--- src/rtl/core_pkg.sv ---
// Shared types and constants for the instruction-memory loader.
package core_pkg;

    typedef enum logic [2:0] {
        ST_HDR,
        ST_DATA,
        ST_FLUSH,
        ST_RUN,
        ST_ERR
    } loader_state_e;

    localparam int HDR_BYTES  = 4;
    localparam int WORD_BYTES = 4;

endpackage

--- src/rtl/imem_loader_if.sv ---
// Host byte channel plus ROM write port, start and status lines of the loader.
interface imem_loader_if #(
    parameter int ADDR_WIDTH = 12
);
    logic                  io_in_valid;
    logic                  io_in_ready;
    logic [7:0]            io_in_data;
    logic                  io_out_mem_wen;
    logic [ADDR_WIDTH-1:0] io_out_mem_addr;
    logic [31:0]           io_out_mem_wdata;
    logic                  io_out_start;
    logic                  io_out_done;
    logic                  io_out_error;
    logic [ADDR_WIDTH:0]   io_out_loaded_words;

    // master is the loader itself; slave is the host/core environment.
    modport master (
        input  io_in_valid, io_in_data,
        output io_in_ready, io_out_mem_wen, io_out_mem_addr, io_out_mem_wdata,
               io_out_start, io_out_done, io_out_error, io_out_loaded_words
    );

    modport slave (
        output io_in_valid, io_in_data,
        input  io_in_ready, io_out_mem_wen, io_out_mem_addr, io_out_mem_wdata,
               io_out_start, io_out_done, io_out_error, io_out_loaded_words
    );
endinterface

--- src/rtl/byte_word_packer.sv ---
// Little-endian 8->32 assembler: first byte lands in bits 7:0, word_valid pulses with the last byte.
module byte_word_packer
    import core_pkg::*;
(
    input  logic                    clk,
    input  logic                    srst,
    input  logic                    take,
    input  logic [7:0]              data,
    output logic                    word_valid,
    output logic [8*WORD_BYTES-1:0] word
);

    localparam int IDX_W   = $clog2(WORD_BYTES);
    localparam int SHIFT_W = 8 * (WORD_BYTES - 1);

    logic [IDX_W-1:0]   idx_reg;
    logic [SHIFT_W-1:0] shift_reg;

    always_ff @(posedge clk) begin
        if (srst) begin
            idx_reg   <= '0;
            shift_reg <= '0;
        end else if (take) begin
            idx_reg   <= idx_reg + IDX_W'(1);
            shift_reg <= {data, shift_reg[SHIFT_W-1:8]};
        end
    end

    // The final byte bypasses the register so the word is usable in its accept cycle.
    assign word       = {data, shift_reg};
    assign word_valid = take && (idx_reg == IDX_W'(WORD_BYTES - 1));

endmodule

--- src/rtl/imem_loader.sv ---
// Streams a length-prefixed program image into the instruction ROM, then releases the core via start.
module imem_loader
    import core_pkg::*;
#(
    parameter int ADDR_WIDTH = 12,
    parameter int BASE_ADDR  = 0
) (
    input  logic          clock,
    input  logic          reset,
    imem_loader_if.master bus
);

    localparam logic [31:0]           CAPACITY = 32'((64'd1 << ADDR_WIDTH) - 64'(BASE_ADDR));
    localparam logic [ADDR_WIDTH-1:0] BASE     = ADDR_WIDTH'(BASE_ADDR);

    loader_state_e         state_reg, state_next;
    logic                  ready_reg, ready_next;
    logic                  last_reg, last_next;
    logic                  wen_reg;
    logic [31:0]           wdata_reg;
    logic [31:0]           count_reg;
    logic [ADDR_WIDTH-1:0] addr_reg;
    logic [ADDR_WIDTH:0]   loaded_reg;

    logic        take;
    logic        pk_valid;
    logic [31:0] pk_word;
    logic        hdr_done;
    logic        data_done;
    logic        is_last;

    assign take      = bus.io_in_valid && ready_reg;
    assign hdr_done  = pk_valid && (state_reg == ST_HDR);
    assign data_done = pk_valid && (state_reg == ST_DATA);
    // Earlier words have already been counted by the time the next one completes.
    assign is_last   = (32'(loaded_reg) + 32'd1) == count_reg;

    byte_word_packer u_packer (
        .clk        (clock),
        .srst       (reset),
        .take       (take),
        .data       (bus.io_in_data),
        .word_valid (pk_valid),
        .word       (pk_word)
    );

    always_comb begin
        state_next = state_reg;
        last_next  = last_reg;
        unique case (state_reg)
            ST_HDR: begin
                if (hdr_done) begin
                    if (pk_word == 32'd0)          state_next = ST_FLUSH;
                    else if (pk_word > CAPACITY)   state_next = ST_ERR;
                    else                           state_next = ST_DATA;
                end
            end
            ST_DATA: begin
                if (data_done && is_last) last_next = 1'b1;
                // Leave only once the final write strobe is on the bus.
                if (wen_reg && last_reg)  state_next = ST_FLUSH;
            end
            ST_FLUSH: state_next = ST_RUN;
            ST_RUN:   state_next = ST_RUN;
            ST_ERR:   state_next = ST_ERR;
            default:  state_next = ST_HDR;
        endcase
        ready_next = (state_next == ST_HDR) || ((state_next == ST_DATA) && !last_next);
    end

    always_ff @(posedge clock) begin
        if (reset) begin
            state_reg  <= ST_HDR;
            ready_reg  <= 1'b0;
            last_reg   <= 1'b0;
            wen_reg    <= 1'b0;
            wdata_reg  <= '0;
            count_reg  <= '0;
            addr_reg   <= BASE;
            loaded_reg <= '0;
        end else begin
            state_reg <= state_next;
            ready_reg <= ready_next;
            last_reg  <= last_next;
            wen_reg   <= data_done;
            if (data_done) wdata_reg <= pk_word;
            if (hdr_done)  count_reg <= pk_word;
            if (wen_reg) begin
                addr_reg   <= addr_reg + ADDR_WIDTH'(1);
                loaded_reg <= loaded_reg + (ADDR_WIDTH + 1)'(1);
            end
        end
    end

    assign bus.io_in_ready         = ready_reg;
    assign bus.io_out_mem_wen      = wen_reg;
    assign bus.io_out_mem_addr     = addr_reg;
    assign bus.io_out_mem_wdata    = wdata_reg;
    assign bus.io_out_start        = (state_reg == ST_RUN);
    assign bus.io_out_done         = (state_reg == ST_RUN);
    assign bus.io_out_error        = (state_reg == ST_ERR);
    assign bus.io_out_loaded_words = loaded_reg;

endmodule

--- src/flat_wrapper.sv ---
// flat-port wrapper written by rule: the top's interface ports become plain ports
module imem_loader_flat import core_pkg::*;
#(
    parameter int ADDR_WIDTH = 12,
    parameter int BASE_ADDR  = 0
)
  (clock, reset, bus_io_in_valid, bus_io_in_data, bus_io_in_ready, bus_io_out_mem_wen, bus_io_out_mem_addr, bus_io_out_mem_wdata, bus_io_out_start, bus_io_out_done, bus_io_out_error, bus_io_out_loaded_words);
  imem_loader_if #(.ADDR_WIDTH(ADDR_WIDTH)) bus_i ();
  input  logic clock;
  input  logic reset;
  input wire logic [$bits(bus_i.io_in_valid)-1:0] bus_io_in_valid;
  input wire logic [$bits(bus_i.io_in_data)-1:0] bus_io_in_data;
  output wire logic [$bits(bus_i.io_in_ready)-1:0] bus_io_in_ready;
  output wire logic [$bits(bus_i.io_out_mem_wen)-1:0] bus_io_out_mem_wen;
  output wire logic [$bits(bus_i.io_out_mem_addr)-1:0] bus_io_out_mem_addr;
  output wire logic [$bits(bus_i.io_out_mem_wdata)-1:0] bus_io_out_mem_wdata;
  output wire logic [$bits(bus_i.io_out_start)-1:0] bus_io_out_start;
  output wire logic [$bits(bus_i.io_out_done)-1:0] bus_io_out_done;
  output wire logic [$bits(bus_i.io_out_error)-1:0] bus_io_out_error;
  output wire logic [$bits(bus_i.io_out_loaded_words)-1:0] bus_io_out_loaded_words;
  assign bus_i.io_in_valid = bus_io_in_valid;
  assign bus_i.io_in_data = bus_io_in_data;
  assign bus_io_in_ready = bus_i.io_in_ready;
  assign bus_io_out_mem_wen = bus_i.io_out_mem_wen;
  assign bus_io_out_mem_addr = bus_i.io_out_mem_addr;
  assign bus_io_out_mem_wdata = bus_i.io_out_mem_wdata;
  assign bus_io_out_start = bus_i.io_out_start;
  assign bus_io_out_done = bus_i.io_out_done;
  assign bus_io_out_error = bus_i.io_out_error;
  assign bus_io_out_loaded_words = bus_i.io_out_loaded_words;
  imem_loader #(.ADDR_WIDTH(ADDR_WIDTH), .BASE_ADDR(BASE_ADDR)) u_core (.clock(clock), .reset(reset), .bus(bus_i));
endmodule
--- config.mk ---
export PLATFORM = sky130hd
export DESIGN_NAME = imem_loader_flat
export DESIGN_NICKNAME = d
export VERILOG_FILES = /design/src/rtl/core_pkg.sv /design/src/rtl/imem_loader_if.sv /design/src/rtl/byte_word_packer.sv /design/src/rtl/imem_loader.sv /design/src/flat_wrapper.sv
export SDC_FILE = /design/constraint.sdc
export NUM_CORES = 1
export LEC_CHECK = 0
export CAP_MARGIN = 20
export CORE_UTILIZATION = 56
export CTS_BUF_LIST = sky130_fd_sc_hd__clkbuf_4 sky130_fd_sc_hd__clkbuf_8
export DETAILED_ROUTE_END_ITERATION = 8
export PLACE_DENSITY = 0.91
export SYNTH_ARGS = -nofsm -noshare
export SYNTH_HDL_FRONTEND = slang
export SYNTH_SLANG_ARGS = --single-unit
export TNS_END_PERCENT = 30
--- constraint.sdc ---
create_clock -name clock -period 3.4 [get_ports clock]
set_input_delay 0.34 -clock clock [delete_from_list [all_inputs] [get_ports clock]]
set_output_delay 0.34 -clock clock [all_outputs]
set_load 0.005 [all_outputs]
==> metrics.md, run 1 <==
| Metric | Value |
|---|---|
| Crit Path Max Fanout | `10` |
| Min cycle time layout | `~2700 ps` |
| Detail Route Antenna Nets | `0` |
| Met3 WL | `roughly 900 um` |
| Worst Skew | `12.1 ps` |
| Leading cell type by number of instances after synthesis | `nand2_1` |
| Critical Path RT | `approximately 3700 ps` |
| Layout cells sized above 1 | `under 10%` |
| Initial antenna violation count | `0` |
| Diode count | `0` |
| Via/cell ratio | `between 5 and 6` |
| Maximum vdd drop | `~0.3 mV` |
| HP Class | `flip-flop to flip-flop` |
| Xor and xnor area share after synthesis | `slightly below 7%` |
| Outcome | `finished clean` |
| Overall Global Routing Usage | `28.3%` |
| Final Max Slew Viols | `0` |
| Top cell type's share of synthesized area | `48.4%` |
| Total of max-cap violations | `0` |
| DP HPWL | `around 7900 um` |
| Top cells by area, synth | `dfxtp_1 (48%), nand2_1 (14%), a21oi_1 (9.3%)` |
| Sink Count | `121` |
| Pre-CTS setup slack | `about 750 ps` |
| Post-synth net total | `between 600 and 700` |
| Setup violators final | `0` |
| Final wirelength | `roughly 12000 um` |
| Met1 WL | `between 5000 and 6000 um` |
| Cell taking the most area after synthesis | `dfxtp_1` |
| Post-route setup TNS | `0 ps` |
| Top routing layer in use | `met4` |
| LEAKAGE | `just over 2 nW` |
| Final setup margin | `722 ps` |
| Initial core utilization | `57.7%` |
| Clock Latency Late Sink | `around 440 ps` |
| RSZ-0062 raised after global routing | `no` |
| Cells after synthesis | `between 600 and 700` |
| Worst slew pin tran | `around 1000 ps` |
| Largest family of logic cells by synthesized area | `simple AND/OR/NAND/NOR gates` |
| First-pass DRT Iterations | `5` |
| Die width | `between 90 and 100 um` |
| Synth Warn # | `0` |
| Fmax | `roughly 0.37 GHz` |
| Max-slew headroom | `a little under a third` |
| CP startpoint kind | `flip-flop` |
| Post-synthesis sequential area ratio | `between 40% and 50%` |
| Post-layout net count | `between 600 and 700` |
| Worst EP arrival | `3020 ps` |
| Predominant post-synthesis flop cell | `dfxtp_1` |
| Largest net degree at the start of global routing | `about 110` |
| Routed length per instance | `around 15 um` |
| Clock-pin transition on the worst setup and hold timing paths | `~80 ps` |
| Synth Area in Simple Gates | `26.6%` |
| DRC viols | `0` |
| Layout Area Growth over Synthesis | `23.1%` |
| GRT overflow | `0` |
| Compound-Gate Fraction of Synth Area | `about an eighth` |
| Asr flop ratio synth | `0%` |
| Area of the die | `between 0.009 and 0.01 sq mm` |
| Vias | `approximately 4600` |
| CTS Buf Count | `17` |
| Top cells by count, synth | `nand2_1 (193), dfxtp_1 (121), a21oi_1 (93), clkbuf_1 (35), nor2_1 (35)` |
| CP endpoint kind | `flip-flop` |
| Initial DRC count | `about 280` |
| CTS tree | `built` |
| Post-Synth Adder-Cell Area | `less than 1%` |
| Post-cts resize count | `0` |
| Num rows | `34` |
| Yosys cell types | `51` |
| # port buffers | `72` |
| Vias in the first global route | `4210` |
| Metal2 WL | `between 5000 and 6000 um` |
| Top Ports | `between 70 and 80` |
| Clock Tree Buf Depth | `2` |
| Syn Area/Cell | `7.98 sq um` |
| Syn Std Cell Area | `0.00501 sq mm` |
| Die Y | `slightly below 100 um` |
| Core Util, Final | `roughly 70%` |
| Count of final hold-check violations | `0` |
| Mux contribution to synthesized area | `less than 1%` |
| CTS H-tree lvls | `4` |
| Total setup buffers inserted after CTS | `0` |
| Flops & latches, synth | `121` |
| CP Class | `flip-flop to flip-flop` |
| PD cells | `roughly 460 mW/mm^2` |
| Final Power | `2.81 mW` |
| Number of enable flip-flop cells after synthesis | `0` |
| Root Driver | `clkbuf_8` |
| Core ar. | `0.00868 sq mm` |
| First-pass GRT wire length | `between 15000 and 20000 um` |
| # hold bufs at CTS | `0` |
| GP Congestion | `slightly below 0.9` |
| Final period utilization | `between 70% and 80%` |
power by group:
part           internal [mW]  switching (mW)  total, mW
clock network          0.693           0.601       1.29
registers               1.43          0.0122       1.44
logic                 0.0254          0.0521     0.0775
cell type report:
type | count | area, sq um
Clock buffer | 19 | 262
Clock inverter | 13 | 144
Fill cell | 662 | 2510
Inverter | 5 | 18.8
Multi-Input combinational cell | 461 | 2410
Sequential cell | 121 | 2420
Tap cell | 108 | 135
Timing Repair Buffer | 79 | 771
worst paths after layout:
check,startpoint,endpoint,slack [ps],cells past startpoint
worst max register to register,u_core.bus.io_out_loaded_words[0],u_core.bus.io_in_ready,720,7
worst max-delay path,u_core.bus.io_out_loaded_words[0],u_core.bus.io_in_ready,720,7
worst min-delay path,u_core.bus.io_out_mem_wdata[2],u_core.bus.io_out_mem_wdata[2],450,2
worst min register to register,u_core.bus.io_out_mem_wdata[2],u_core.bus.io_out_mem_wdata[2],450,2
kinds of logic after synthesis:
kind of cell | Yosys count
AO/OA/AOI/OAI | 115
XOR/XNOR | 37
adder cells (fa/ha/maj) | 3
buffers and inverters | 46
flip-flops | 121
multiplexers | 4
AND/OR/NAND/NOR | 302
cells in the final DEF, fill, tap and decap left out, drive strengths merged, types with 12 or more instances in the layout:
master and n:
nand2 193, dfxtp 121, xnor2 15, nand4 12, nor4 13, clkbuf 19
clkdlybuf4s50 71, xor2 21, a21oi 93, nand3 18, nor2 35
critical path, cell delays in order, from the launching register on:
cell	delay [ps]
dfxtp_1	500
ha_1	430
xor3_1	280
nor3_1	170
o2111ai_1	150
o311a_1	140
or4_1	560
o311a_1	350
routing by layer:
| metal | vias up | track usage, % |
|---|---|---|
| li1 | 2233 | - |
| met5 | - | 0 |
| met1 | 2175 | 34.5 |
| met3 | 31 | 8.06 |
| met2 | 204 | 46.0 |
| met4 | 0 | 13.2 |
per-stage QoR:
| step | cell area (sq um) | hold slack (ps) | instances |
|---|---|---|---|
| 5_1_grt | 6170 | 476 | 806 |
| 3_5_place_dp | 5760 | 445 | 774 |
| 6_report | 6170 | 454 | 806 |
| 2_1_floorplan | 5010 | 431 | 628 |
| 4_1_cts | 6170 | 455 | 806 |
| 3_3_place_gp | 5760 | 438 | 774 |
(Power assumes the default switching activity.)
==> run 2: changes to the inputs <==
==> constraint.sdc (replaced) <==
create_clock -name clock -period 2.59 [get_ports clock]
set_input_delay 0.259 -clock clock [delete_from_list [all_inputs] [get_ports clock]]
set_output_delay 0.259 -clock clock [all_outputs]
set_load 0.005 [all_outputs]
==> metrics.md, run 2 (same netlist as run 1, synthesis figures left out) <==
| Metric | Value |
|---|---|
| Outcome | `finished clean` |
| # port buffers | `72` |
| Initial core utilization | `between 50% and 60%` |
| Total of max-cap violations | `0` |
| Final Power | `between 3 and 4 mW` |
| Core ar. | `approximately 0.0087 sq mm` |
| CTS Buf Count | `17` |
| RSZ-0062 raised after global routing | `no` |
| Layout Area Growth over Synthesis | `24.4%` |
| Clock-pin transition on the worst setup and hold timing paths | `around 70 ps` |
| HP Class | `input pin to flip-flop` |
| LEAKAGE | `approximately 2.1 nW` |
| Worst path max stage delay | `570 ps` |
| Non-Filler Instances | `~810` |
| Slowest stage cell on the critical path | `or4_1` |
| Detail Route Antenna Nets | `0` |
| Root Driver | `clkbuf_8` |
| Fmax | `a little under 0.4 GHz` |
| Fillers | `around 640` |
| CTS tree | `built` |
| First-pass GRT wire length | `slightly above 20000 um` |
| CP Class | `flip-flop to flip-flop` |
| First-pass DRT Iterations | `6` |
| Count of final hold-check violations | `0` |
| Clock Latency Late Sink | `around 420 ps` |
| Post-DP Area | `between 0.005 and 0.006 sq mm` |
| Pre-CTS setup slack | `83.1 ps` |
| Worst slew pin tran | `~920 ps` |
| Setup violators final | `0` |
| CP startpoint kind | `flip-flop` |
| Final Max Slew Viols | `0` |
| Final wirelength | `12700 um` |
| Most frequent cells in the layout | `nand2_1 (193), dfxtp_1 (121), a21oi_1 (93)` |
| Num rows | `34` |
| CP endpoint kind | `flip-flop` |
| Worst EP arrival | `2830 ps` |
| Die width | `96.6 um` |
| Clock Tree Buf Depth | `2` |
| Top Ports | `73` |
| Post-layout net count | `between 700 and 800` |
| Critical Path RT | `between 2000 and 3000 ps` |
| Crit path launch | `u_core.bus.io_out_loaded_words[1]` |
| Via/cell ratio | `5.82` |
| Cells after DPL | `just under 800` |
| Worst Skew | `between 9 and 10 ps` |
| R2r startpoint | `u_core.bus.io_out_loaded_words[1]` |
| Largest net degree at the start of global routing | `66` |
| Critical-path cell list | `ha_2 -> xor3_1 -> nor3_1 -> o2111ai_1 -> o311a_1 -> or4_1 -> o311a_1` |
| PD cells | `589 mW/mm^2` |
| Maximum vdd drop | `around 0.41 mV` |
| Overall Global Routing Usage | `roughly 29%` |
| Die Y | `roughly 97 um` |
| Diode count | `0` |
| Hold path startpoint | `reset` |
| Final setup margin | `65.4 ps` |
| Most common cell after layout, fill and taps aside | `nand2_1` |
| Routed length per instance | `approximately 16 um` |
| DRC viols | `0` |
| Vias in the first global route | `around 4400` |
| Layout cells sized above 1 | `under 10%` |
| Final period utilization | `97.5%` |
| Initial antenna violation count | `0` |
| Crit Path Max Fanout | `7` |
| Hold WS | `between 300 and 400 ps` |
| Post-route setup TNS | `0 ps` |
| Area of the die | `slightly above 0.009 sq mm` |
| Vias | `4728` |
| Initial DRC count | `around 320` |
| Sink Count | `between 100 and 150` |
| Min cycle time layout | `about 2500 ps` |
| Max-slew headroom | `between 30% and 40%` |
| # hold bufs at CTS | `0` |
| Cell mode on critical path | `o311a_1` |
| Finished Cell Area | `0.00623 sq mm` |
| DP HPWL | `about 8300 um` |
| CTS H-tree lvls | `4` |
| Core Util, Final | `a little under three quarters` |
| GP Congestion | `0.897` |
| GRT overflow | `0` |
==> run 2: area by class of cell <==
| class | count | area (sq um) | area share, % |
|---|---|---|---|
| Clock buffer | 21 | 283 | 4.54 |
| Multi-Input combinational cell | 461 | 2420 | 38.8 |
| Timing Repair Buffer | 86 | 836 | 13.4 |
| Clock inverter | 10 | 119 | 1.91 |
| Inverter | 5 | 18.8 | 0.301 |
| Sequential cell | 121 | 2420 | 38.9 |
| Tap cell | 108 | 135 | 2.17 |
==> run 2: what timing repair did <==
item,CTS,global route
resized for setup,0,2
buffers inserted,0,0
setup endpoints to repair,0,1
==> run 2: where the power goes <==
group          switching [mW]  internal (mW)  leakage (nW)  total [mW]
Clock                   0.738          0.939         0.198        1.68
Combinational          0.0702         0.0364         0.946       0.107
Sequential             0.0160           1.87         0.976        1.89
Total                   0.824           2.85          2.12        3.67
==> run 2: metal layers <==
metal  up-vias  wire length (um)  GRT usage (%)
met5         -                 0              0
met4         0               386           13.4
met3        35               959           7.90
met2       220              6120           48.1
met1      2226              5240           34.0
li1       2247                 -              -
==> run 2: path summary, 6_finish.rpt <==
kind | endpoint | slack (ps) | depth (start not counted)
worst min-delay path | u_core.bus.io_out_mem_addr[6] | 310 | 2
worst min register to register | u_core.count_reg[27] | 450 | 2
worst max register to register | u_core.bus.io_in_ready | 70 | 7
worst max-delay path | u_core.bus.io_in_ready | 70 | 7
==> run 2: worst max-delay path: cells and delay by family, from the launching register on <==
family / cells / cell delay, ps
AND/OR/NAND/NOR: 2 / 770
AO/OA/AOI/OAI: 3 / 650
flip-flops: 1 / 470
XOR/XNOR: 1 / 230
adder cells (fa/ha/maj): 1 / 300
==> run 3: changes to the inputs <==
--- a/config.mk
+++ b/config.mk
@@ -12,5 +12,6 @@
 export PLACE_DENSITY = 0.91
 export SYNTH_ARGS = -nofsm -noshare
 export SYNTH_HDL_FRONTEND = slang
+export SYNTH_HIERARCHICAL = 1
 export SYNTH_SLANG_ARGS = --single-unit
 export TNS_END_PERCENT = 30
==> metrics.md, run 3 <==
| Metric | Value |
|---|---|
| RSZ-0062 raised after global routing | `no` |
| Cells after DPL | `about 750` |
| Leading cell type by number of instances after synthesis | `nand2_1` |
| First-pass GRT wire length | `roughly 21000 um` |
| Die Y | `98.1 um` |
| Final setup margin | `416 ps` |
| Total setup buffers inserted after CTS | `0` |
| Largest net degree at the start of global routing | `67` |
| Total of max-cap violations | `0` |
| CP endpoint kind | `flip-flop` |
| Post-synth net total | `approximately 630` |
| Asr flop ratio synth | `0%` |
| CTS Buf Count | `17` |
| Most frequent cells in the layout | `nand2_1 (146), dfxtp_1 (121), clkdlybuf4s50_1 (71)` |
| Predominant post-synthesis flop cell | `dfxtp_1` |
| CP startpoint kind | `flip-flop` |
| Final wirelength | `around 13000 um` |
| R2R Setup Slk | `~420 ps` |
| First-pass DRT Iterations | `9` |
| Via/cell ratio | `roughly 5.8` |
| DRC viols | `9` |
| CTS H-tree lvls | `4` |
| Finished Cell Area | `0.00627 sq mm` |
| Number of enable flip-flop cells after synthesis | `0` |
| Maximum vdd drop | `~0.43 mV` |
| Vias in the first global route | `between 4000 and 5000` |
| Reg2reg end | `u_core/bus.io_in_ready` |
| Max-slew headroom | `between 50% and 60%` |
| # port buffers | `between 70 and 80` |
| Count of final hold-check violations | `0` |
| Layout Area Growth over Synthesis | `21.2%` |
| Worst slew pin tran | `about 670 ps` |
| Clock Tree Buf Depth | `2` |
| HP Class | `input pin to flip-flop` |
| CP delay by family, top | `simple AND/OR/NAND/NOR gates` |
| Synth Warn # | `6` |
| Final period utilization | `83.9%` |
| R2r startpoint | `u_core/bus.io_out_loaded_words[0]` |
| GRT overflow | `0` |
| Fmax | `0.460 GHz` |
| Failing checks | `DRC` |
| Initial core utilization | `between 50% and 60%` |
| Slowest stage cell on the critical path | `dfxtp_1` |
| LEAKAGE | `2.21 nW` |
| Worst path depth | `7` |
| Area of the die | `between 0.009 and 0.01 sq mm` |
| Top cell type's share of synthesized area | `about 47%` |
| Worst Path Buf+Inv | `0` |
| Num rows | `34` |
| # hold bufs at CTS | `0` |
| Clock-pin transition on the worst setup and hold timing paths | `around 70 ps` |
| Top Ports | `between 70 and 80` |
| Syn Area/Cell | `8.44 sq um` |
| Non-Filler Instances | `783` |
| Worst path max stage delay | `440 ps` |
| Outcome | `complete, but fails checks` |
| Critical Path End | `u_core/bus.io_in_ready` |
| Worst Skew | `between 10 and 15 ps` |
| Final Power | `a little under 4 mW` |
| Min cycle time layout | `roughly 2200 ps` |
| Detail Route Antenna Nets | `0` |
| Vias | `roughly 4600` |
| Post-route setup TNS | `0 ps` |
| Crit path launch | `u_core/bus.io_out_loaded_words[0]` |
| Yosys cell types | `between 50 and 60` |
| CP Class | `flip-flop to flip-flop` |
| Top cells by area, synth | `dfxtp_1 (47%), nand2_1 (11%), a21oi_1 (6.5%)` |
| Cell taking the most area after synthesis | `dfxtp_1` |
| Post-layout net count | `between 600 and 700` |
| Sink Count | `roughly 120` |
| CTS tree | `built` |
| Layout cells sized above 1 | `7.56%` |
| R2R depth | `7` |
| Initial DRC count | `~370` |
| Setup violators final | `0` |
| Root Driver | `clkbuf_8` |
| DP HPWL | `8060 um` |
| Post-DP Area | `approximately 0.0058 sq mm` |
| PD cells | `roughly 620 mW/mm^2` |
| Critical Path RT | `2920 ps` |
| Flops & latches, synth | `121` |
| Worst EP arrival | `about 2500 ps` |
| Syn Std Cell Area | `0.00517 sq mm` |
| Post-synthesis sequential area ratio | `between 40% and 50%` |
| Pre-CTS setup slack | `a little under 300 ps` |
| Cells after synthesis | `around 610` |
| Clock Latency Late Sink | `approximately 420 ps` |
| Crit Path Max Fanout | `7` |
| Final Max Slew Viols | `0` |
| Overall Global Routing Usage | `between 20% and 30%` |
| Core ar. | `about 0.0088 sq mm` |
| Most common cell after layout, fill and taps aside | `nand2_1` |
| GP Congestion | `roughly 0.87` |
| Initial antenna violation count | `0` |
| Die width | `between 90 and 100 um` |
| Diode count | `0` |
| Post-cts resize count | `0` |
| Top cells by count, synth | `nand2_1 (146), dfxtp_1 (121), a21oi_1 (67), nor2_1 (58), mux2i_1 (30)` |
| Critical-path cell list | `ha_1 -> nand3_1 -> nor4_4 -> mux2i_1 -> a22oi_1 -> nor3_1 -> a221oi_2` |
| Routed length per instance | `around 16 um` |
==> run 3: cell types whose count changed after synthesis, moves of 4 or more <==
cell,before,now
nand2_1,193,146
mux2i_1,3,30
a21oi_1,93,67
nor2_1,35,58
buf_4,1,10
clkbuf_1,35,29
nand3_1,17,12
inv_1,5,9
==> run 3: logic make-up after synthesis <==
group,after synthesis,synth area share [%]
simple gates,272,24.1
flops,121,46.8
compound gates,93,10.6
buf+inv,58,5.86
xor+xnor,36,6.10
mux,30,5.81
fa+ha+maj,3,0.726
==> run 3: layout make-up <==
| type | count | area (sq um) |
|---|---|---|
| inverters | 9 | 33.8 |
| well taps | 108 | 135 |
| fillers | 632 | 2580 |
| multi-input cells | 434 | 2450 |
| flip-flops and latches | 121 | 2420 |
| repair buffers | 79 | 783 |
| clock buffers | 20 | 269 |
| clock inverters | 12 | 171 |
==> run 3: where the power goes <==
group	switching (mW)	leakage, nW	internal [mW]
sequential	0.0182	0.976	1.87
clock	0.745	0.218	1.11
combinational	0.0679	1.01	0.0450
==> run 3: stage by stage <==
stage / utilization [%] / hold WS (ps)
floorplan: - / 406
global placement: 65.9 / 437
detailed placement: 65.9 / 442
CTS: 70.8 / 329
global route: 70.8 / 357
finish: 70.8 / 346
==> run 3: worst min-delay path by stage <==
stage,slack [ps],cells after the start,endpoint,from
CTS,330,2,u_core/bus.io_out_mem_addr[9],reset
finish,350,2,u_core/bus.io_out_loaded_words[7],reset
global route,360,2,u_core/bus.io_out_loaded_words[5],reset
detailed placement,440,2,u_core/count_reg[21],u_core/count_reg[21]
floorplan,410,2,u_core/u_packer/shift_reg[16],bus_io_in_data[0]
global placement,440,2,u_core/count_reg[21],u_core/count_reg[21]
==> run 3: layer usage <==
layer / vias up / global-route usage [%] / wire length [um]
met2: 219 / 44.0 / 6160
li1: 2154 / - / -
met3: 42 / 7.80 / 909
met5: - / 0 / 0
met1: 2162 / 32.1 / 5300
met4: 0 / 13.4 / 388
==> run 3: worst register-to-register path: stages, from the launching register on <==
cell and delay, ps:
dfxtp_1 440, ha_1 260, nand3_1 300, nor4_4 310, mux2i_1 120, a22oi_1 290, nor3_1 120, a221oi_2 250
